**src/rtl/clkgate_pkg.sv**
```systemverilog
// Shared types and limits for the multi-channel clock-gate controller.
package clkgate_pkg;

    typedef enum logic [1:0] {
        ST_OFF   = 2'd0,
        ST_WAKE  = 2'd1,
        ST_ON    = 2'd2,
        ST_DRAIN = 2'd3
    } state_t;

    localparam int NCH_MIN = 1;
    localparam int NCH_MAX = 32;

    // The gated clock is acknowledged only once the channel is past its wake cycle.
    function automatic logic is_acked(state_t s);
        return (s == ST_ON) || (s == ST_DRAIN);
    endfunction

endpackage

```
**src/rtl/clkgate_cell.sv**
```systemverilog
// Latch-plus-AND clock gate with async clear; kept standalone so it maps onto an ICG cell.
// Optional scan bypass input te exists only when CLKGATE_CTRL_TEST_EN is defined.
module clkgate_cell (
    input  logic clk,
    input  logic rst_n,
`ifdef CLKGATE_CTRL_TEST_EN
    input  logic te,
`endif
    input  logic en,
    output logic gclk
);

    logic lat_d;
    logic en_lat;

`ifdef CLKGATE_CTRL_TEST_EN
    assign lat_d = en | te;
`else
    assign lat_d = en;
`endif

    // Transparent while clk is low, so the enable can only change between pulses.
    always_latch begin
        if (!rst_n) begin
            en_lat = 1'b0;
        end else if (!clk) begin
            en_lat = lat_d;
        end
    end

    assign gclk = clk & en_lat;

endmodule

```
**src/rtl/clkgate_ctrl.sv**
```systemverilog
// Multi-channel clock-gate controller: per-channel OFF/WAKE/ON/DRAIN FSM with idle hold-off.
// Optional scan bypass port test_en is present only when CLKGATE_CTRL_TEST_EN is defined.
module clkgate_ctrl
    import clkgate_pkg::*;
#(
    parameter int NCH    = 4,
    parameter int IDLE_W = 4
) (
    input  logic              clk,
    input  logic              rst_n,
`ifdef CLKGATE_CTRL_TEST_EN
    input  logic              test_en,
`endif
    input  logic [NCH-1:0]    req,
    input  logic [IDLE_W-1:0] idle_cyc,
    output logic [NCH-1:0]    ack,
    output logic [NCH-1:0]    gclk,
    output logic              any_on
);

    logic [NCH-1:0] en;
    logic [NCH-1:0] en_nxt;
    logic [NCH-1:0] ack_nxt;

    for (genvar i = 0; i < NCH; i++) begin : g_ch
        state_t            state;
        state_t            state_nxt;
        logic [IDLE_W-1:0] cnt;
        logic [IDLE_W-1:0] cnt_nxt;

        always_comb begin
            state_nxt = state;
            cnt_nxt   = cnt;
            case (state)
                ST_OFF: begin
                    if (req[i]) state_nxt = ST_WAKE;
                end
                ST_WAKE: begin
                    state_nxt = ST_ON;
                end
                ST_ON: begin
                    if (!req[i]) begin
                        if (idle_cyc == '0) begin
                            state_nxt = ST_OFF;
                        end else begin
                            state_nxt = ST_DRAIN;
                            cnt_nxt   = idle_cyc;
                        end
                    end
                end
                ST_DRAIN: begin
                    if (req[i]) begin
                        state_nxt = ST_ON;
                        cnt_nxt   = '0;
                    end else if (cnt == IDLE_W'(1)) begin
                        state_nxt = ST_OFF;
                        cnt_nxt   = '0;
                    end else begin
                        cnt_nxt = cnt - 1'b1;
                    end
                end
                default: begin
                    state_nxt = ST_OFF;
                    cnt_nxt   = '0;
                end
            endcase
        end

        always_ff @(posedge clk or negedge rst_n) begin
            if (!rst_n) begin
                state <= ST_OFF;
                cnt   <= '0;
            end else begin
                state <= state_nxt;
                cnt   <= cnt_nxt;
            end
        end

        assign en_nxt[i]  = (state_nxt != ST_OFF);
        assign ack_nxt[i] = is_acked(state_nxt);

        clkgate_cell u_cell (
            .clk   (clk),
            .rst_n (rst_n),
`ifdef CLKGATE_CTRL_TEST_EN
            .te    (test_en),
`endif
            .en    (en[i]),
            .gclk  (gclk[i])
        );
    end

    // any_on is derived from next-state ack so it never lags the per-channel acks.
    always_ff @(posedge clk or negedge rst_n) begin
        if (!rst_n) begin
            en     <= '0;
            ack    <= '0;
            any_on <= 1'b0;
        end else begin
            en     <= en_nxt;
            ack    <= ack_nxt;
            any_on <= |ack_nxt;
        end
    end

endmodule

```
**config.mk**
```make
export PLATFORM = sky130hd
export DESIGN_NAME = clkgate_ctrl
export DESIGN_NICKNAME = d
export VERILOG_FILES = /design/src/rtl/clkgate_pkg.sv /design/src/rtl/clkgate_cell.sv /design/src/rtl/clkgate_ctrl.sv
export SDC_FILE = /design/constraint.sdc
export NUM_CORES = 1
export LEC_CHECK = 0
export CORE_ASPECT_RATIO = 1.1
export CORE_UTILIZATION = 62
export CTS_CLUSTER_DIAMETER = 40
export DETAILED_ROUTE_END_ITERATION = 8
export DONT_BUFFER_PORTS = 1
export PLACE_DENSITY = 0.83
export REMOVE_ABC_BUFFERS = 1
export SLEW_MARGIN = 20
export SYNTH_ARGS = -nofsm -noshare
export SYNTH_HDL_FRONTEND = slang
export SYNTH_SLANG_ARGS = --single-unit
```
**constraint.sdc**
```tcl
create_clock -name clk -period 2.2 [get_ports clk]
set_input_delay 0.66 -clock clk [delete_from_list [all_inputs] [get_ports clk]]
set_output_delay 0.66 -clock clk [all_outputs]
set_load 0.02 [all_outputs]
```
==> out/results.ini <==
[outcome]
outcome = finished with violations
violations = negative hold slack, negative setup slack

[drt]
drc_errors = 0
vias = 1509
drtAntennaViolNets = 0
via_per_inst = 6.34
firstDrtPassIters = 4
drtIter0Drc = 89
wl_per_cell_um = 16.3
finalWirelength_mm = 3.88

[pwr]
clockPowerShare_pct = 23.6
max-vdd-ir-drop_v = 0.000826
p_leak_nw = 0.842
p_per_area_nw_per_um2 = 1350
power.switching_mw = 1.11
internal_power_mw = 1.54
power.share.switching_pct = 41.8
comb_power_share_pct = 37.0
p_seq_share_pct = 39.4

[floorplanning]
ios = 19
core_area_um2 = 2780
die_x_um = 53.7
start_util_pct = 65.7
num_rows = 20
die-area_um2 = 3160
die_y_um = 58.9

[cells_and_area]
fin_util_pct = 70.7
syn_to_final_growth_pct = 7.61
finalNetCount = 222
num_antenna_cells = 0
layout-drive-gt1-share_pct = 15.6

[synthesis]
syn_area_per_cell_um2 = 9.45
ys_ff_latch = 34
synth_edf_count = 0
synth.area.top_cells = dfrtp_1 (41%), ha_1 (5.5%), inv_1 (3.9%)
synthFlopType = dfrtp_1
yosys.area.top_type = dfrtp_1
syn-cell-area_um2 = 1820
synth.yosys.warnings = 0
syn-instance-count = 193
synth_cell_types = 37
synth_top_area_share_pct = 41.2
synthArstFlopShare_pct = 88.2

[timing]
hold_viol_final = 31
fin_ws_ps = -564
fin_skew_ps = 80.8
setup_viol = 8
worstMarginPinSlew_ps = 528
holdWs_ps = -669
finalMaxSlewViolations = 0
rsz0062_at_grt = yes
final.setup.tns_ps = -2220
relSlewSlack_pct = 64.5

[min_path]
holdCritPathClass = input pin to clock gate

[setup_path]
worstPathArrival_ps = 2100
critPathMaxFanout = 1
cp_cell_sequence = and2_4
cpPeakStageDelay_ps = 310
critical-path-slowest-cell = dlxtp_1
worstPathRequired_ps = 1540
startpoint_type = latch
regToRegSetupSlack_ps = 330
path_class = latch to output port
cp_num_buf_inv = 0
critical_path.top_delay_family = latches
cp-end-kind = output port

[clock_network]
clock_latency_ps = 500
path_clk_slew_ps = 30
cts_tree = yes

[placed_design]
hpwl_mm = 2.67
globalplace.congestion = 0.823
portBuffers = 0

[global_route]
grt_pass1_vias = 1506
overflow = 0
grt_max_degree = 36
antenna_found_initial = 0
grt_pass1_wl_mm = 6.23
gr-usage-all-layers_pct = 29.3

[flow_run]
maxCapViolations = 0

-- cell usage in the layout, fill, tap and decap left out, types with 2 or more instances in the layout --
cell       n
and2_4     4
o41ai_1    2
nor2_1    13
a221o_1    2
a211oi_1   5
clkbuf_4  11
a22oi_1    6
nor3_2     2
buf_4      7
dlxtp_1    4
clkbuf_1   2
inv_1     19
a32o_1     4
a32oi_1    4
or3_1      3
nand2_1    6
nand2b_1   2
nor3_1    13
nor3b_1    4
dfrtp_1   30
and2_1     4
or4_1      2
o21ai_1    3
o21ai_0    7
nor2b_1    2
a22o_1     6
or2_2      2
o22ai_1    4
mux2_2     2
ha_1       8
a21oi_1   13
-- layout make-up --
cell class / instances / area [um2]
Fill cell: 214 / 815
Timing Repair Buffer: 7 / 52.6
Sequential cell: 34 / 811
Multi-Input combinational cell: 130 / 881
Clock inverter: 1 / 5.00
Clock buffer: 14 / 101
Tap cell: 33 / 41.3
Inverter: 19 / 71.3
-- layer usage --
metal | routed length, um | global-route usage [%] | share of wire, % | vias to the layer above
li1 | - | - | - | 720
met1 | 1630 | 33.4 | 42 | 725
met2 | 1940 | 43.4 | 50 | 53
met3 | 242 | 12.9 | 6.2 | 11
met4 | 66 | 19.5 | 1.7 | 0
met5 | 0 | 0 | 0 | -
-- per-stage QoR --
step	hold WS, ps	power [mW]	area (um2)	worst slack (ps)	instances
2_1_floorplan	-440	1.84	1750	-64.0	183
3_3_place_gp	-437	2.02	1850	-68.3	223
3_5_place_dp	-437	2.11	1850	-79.3	223
4_1_cts	-695	2.62	1960	-604	238
5_1_grt	-691	2.89	1960	-666	238
6_report	-669	2.65	1960	-564	238
-- Yosys cell counts, drive strengths merged (3+ instances only) --
cell	instances
dfrtp	30
inv	19
nor3	15
a21oi	13
nor2	13
o21ai	10
and2	8
buf	8
ha	8
nand2	7
a22o	6
a22oi	6
a211oi	5
a32o	4
a32oi	4
dlxtp	4
nor3b	4
o22ai	4
or3	3
-- registers in the layout (all words and copies together), names as in the netlist --
register and cells:
g_ch.state 7, g_ch.cnt 16, en 4, g_ch.u_cell.en_lat 4, ack 2, any_on 1
-- kinds of logic after synthesis --
logic type | share of synthesized area (%)
compound gates | 23.2
fa+ha+maj | 5.49
buf+inv | 7.82
flops | 41.2
latches | 3.29
mux | 1.23
simple gates | 17.8
-- power groups by stage --
| stage | sequential (mW) | combinational (mW) | clock (mW) |
|---|---|---|---|
| final | 1.04 | 0.982 | 0.625 |
| after global routing | 1.08 | 1.10 | 0.717 |
| after CTS | 1.04 | 0.975 | 0.607 |
| after detailed placement | 1.04 | 0.973 | 0.0938 |
| after global placement | 1.03 | 0.901 | 0.0938 |
| after floorplan | 0.993 | 0.750 | 0.0938 |
-- final timing paths --
path | from | end | cells after the start
min in group asynchronous | rst_n | ack[0] | 0
max in group gated | rst_n | clock gate | 0
max | g_ch[0].u_cell.en_lat | gclk[0] | 1
min reg2reg | en[0] | g_ch[0].u_cell.en_lat | 1
min in group clk | rst_n | g_ch[2].u_cell.en_lat | 1
max reg2reg | g_ch[0].cnt[1] | g_ch[0].cnt[2] | 6
max in group asynchronous | rst_n | g_ch[2].state[1] | 0
min | rst_n | clock gate | 0
-- timing repair --
action / 4_1_cts / 5_1_grt
cloned: 0 / 0
hold endpoints to repair: 31 / 31
buffers inserted: 0 / 0
gates resized for setup: 6 / 4
setup endpoints to repair: 8 / 8
pin swaps: 1 / 1
Power figures use the tool's default switching activity.
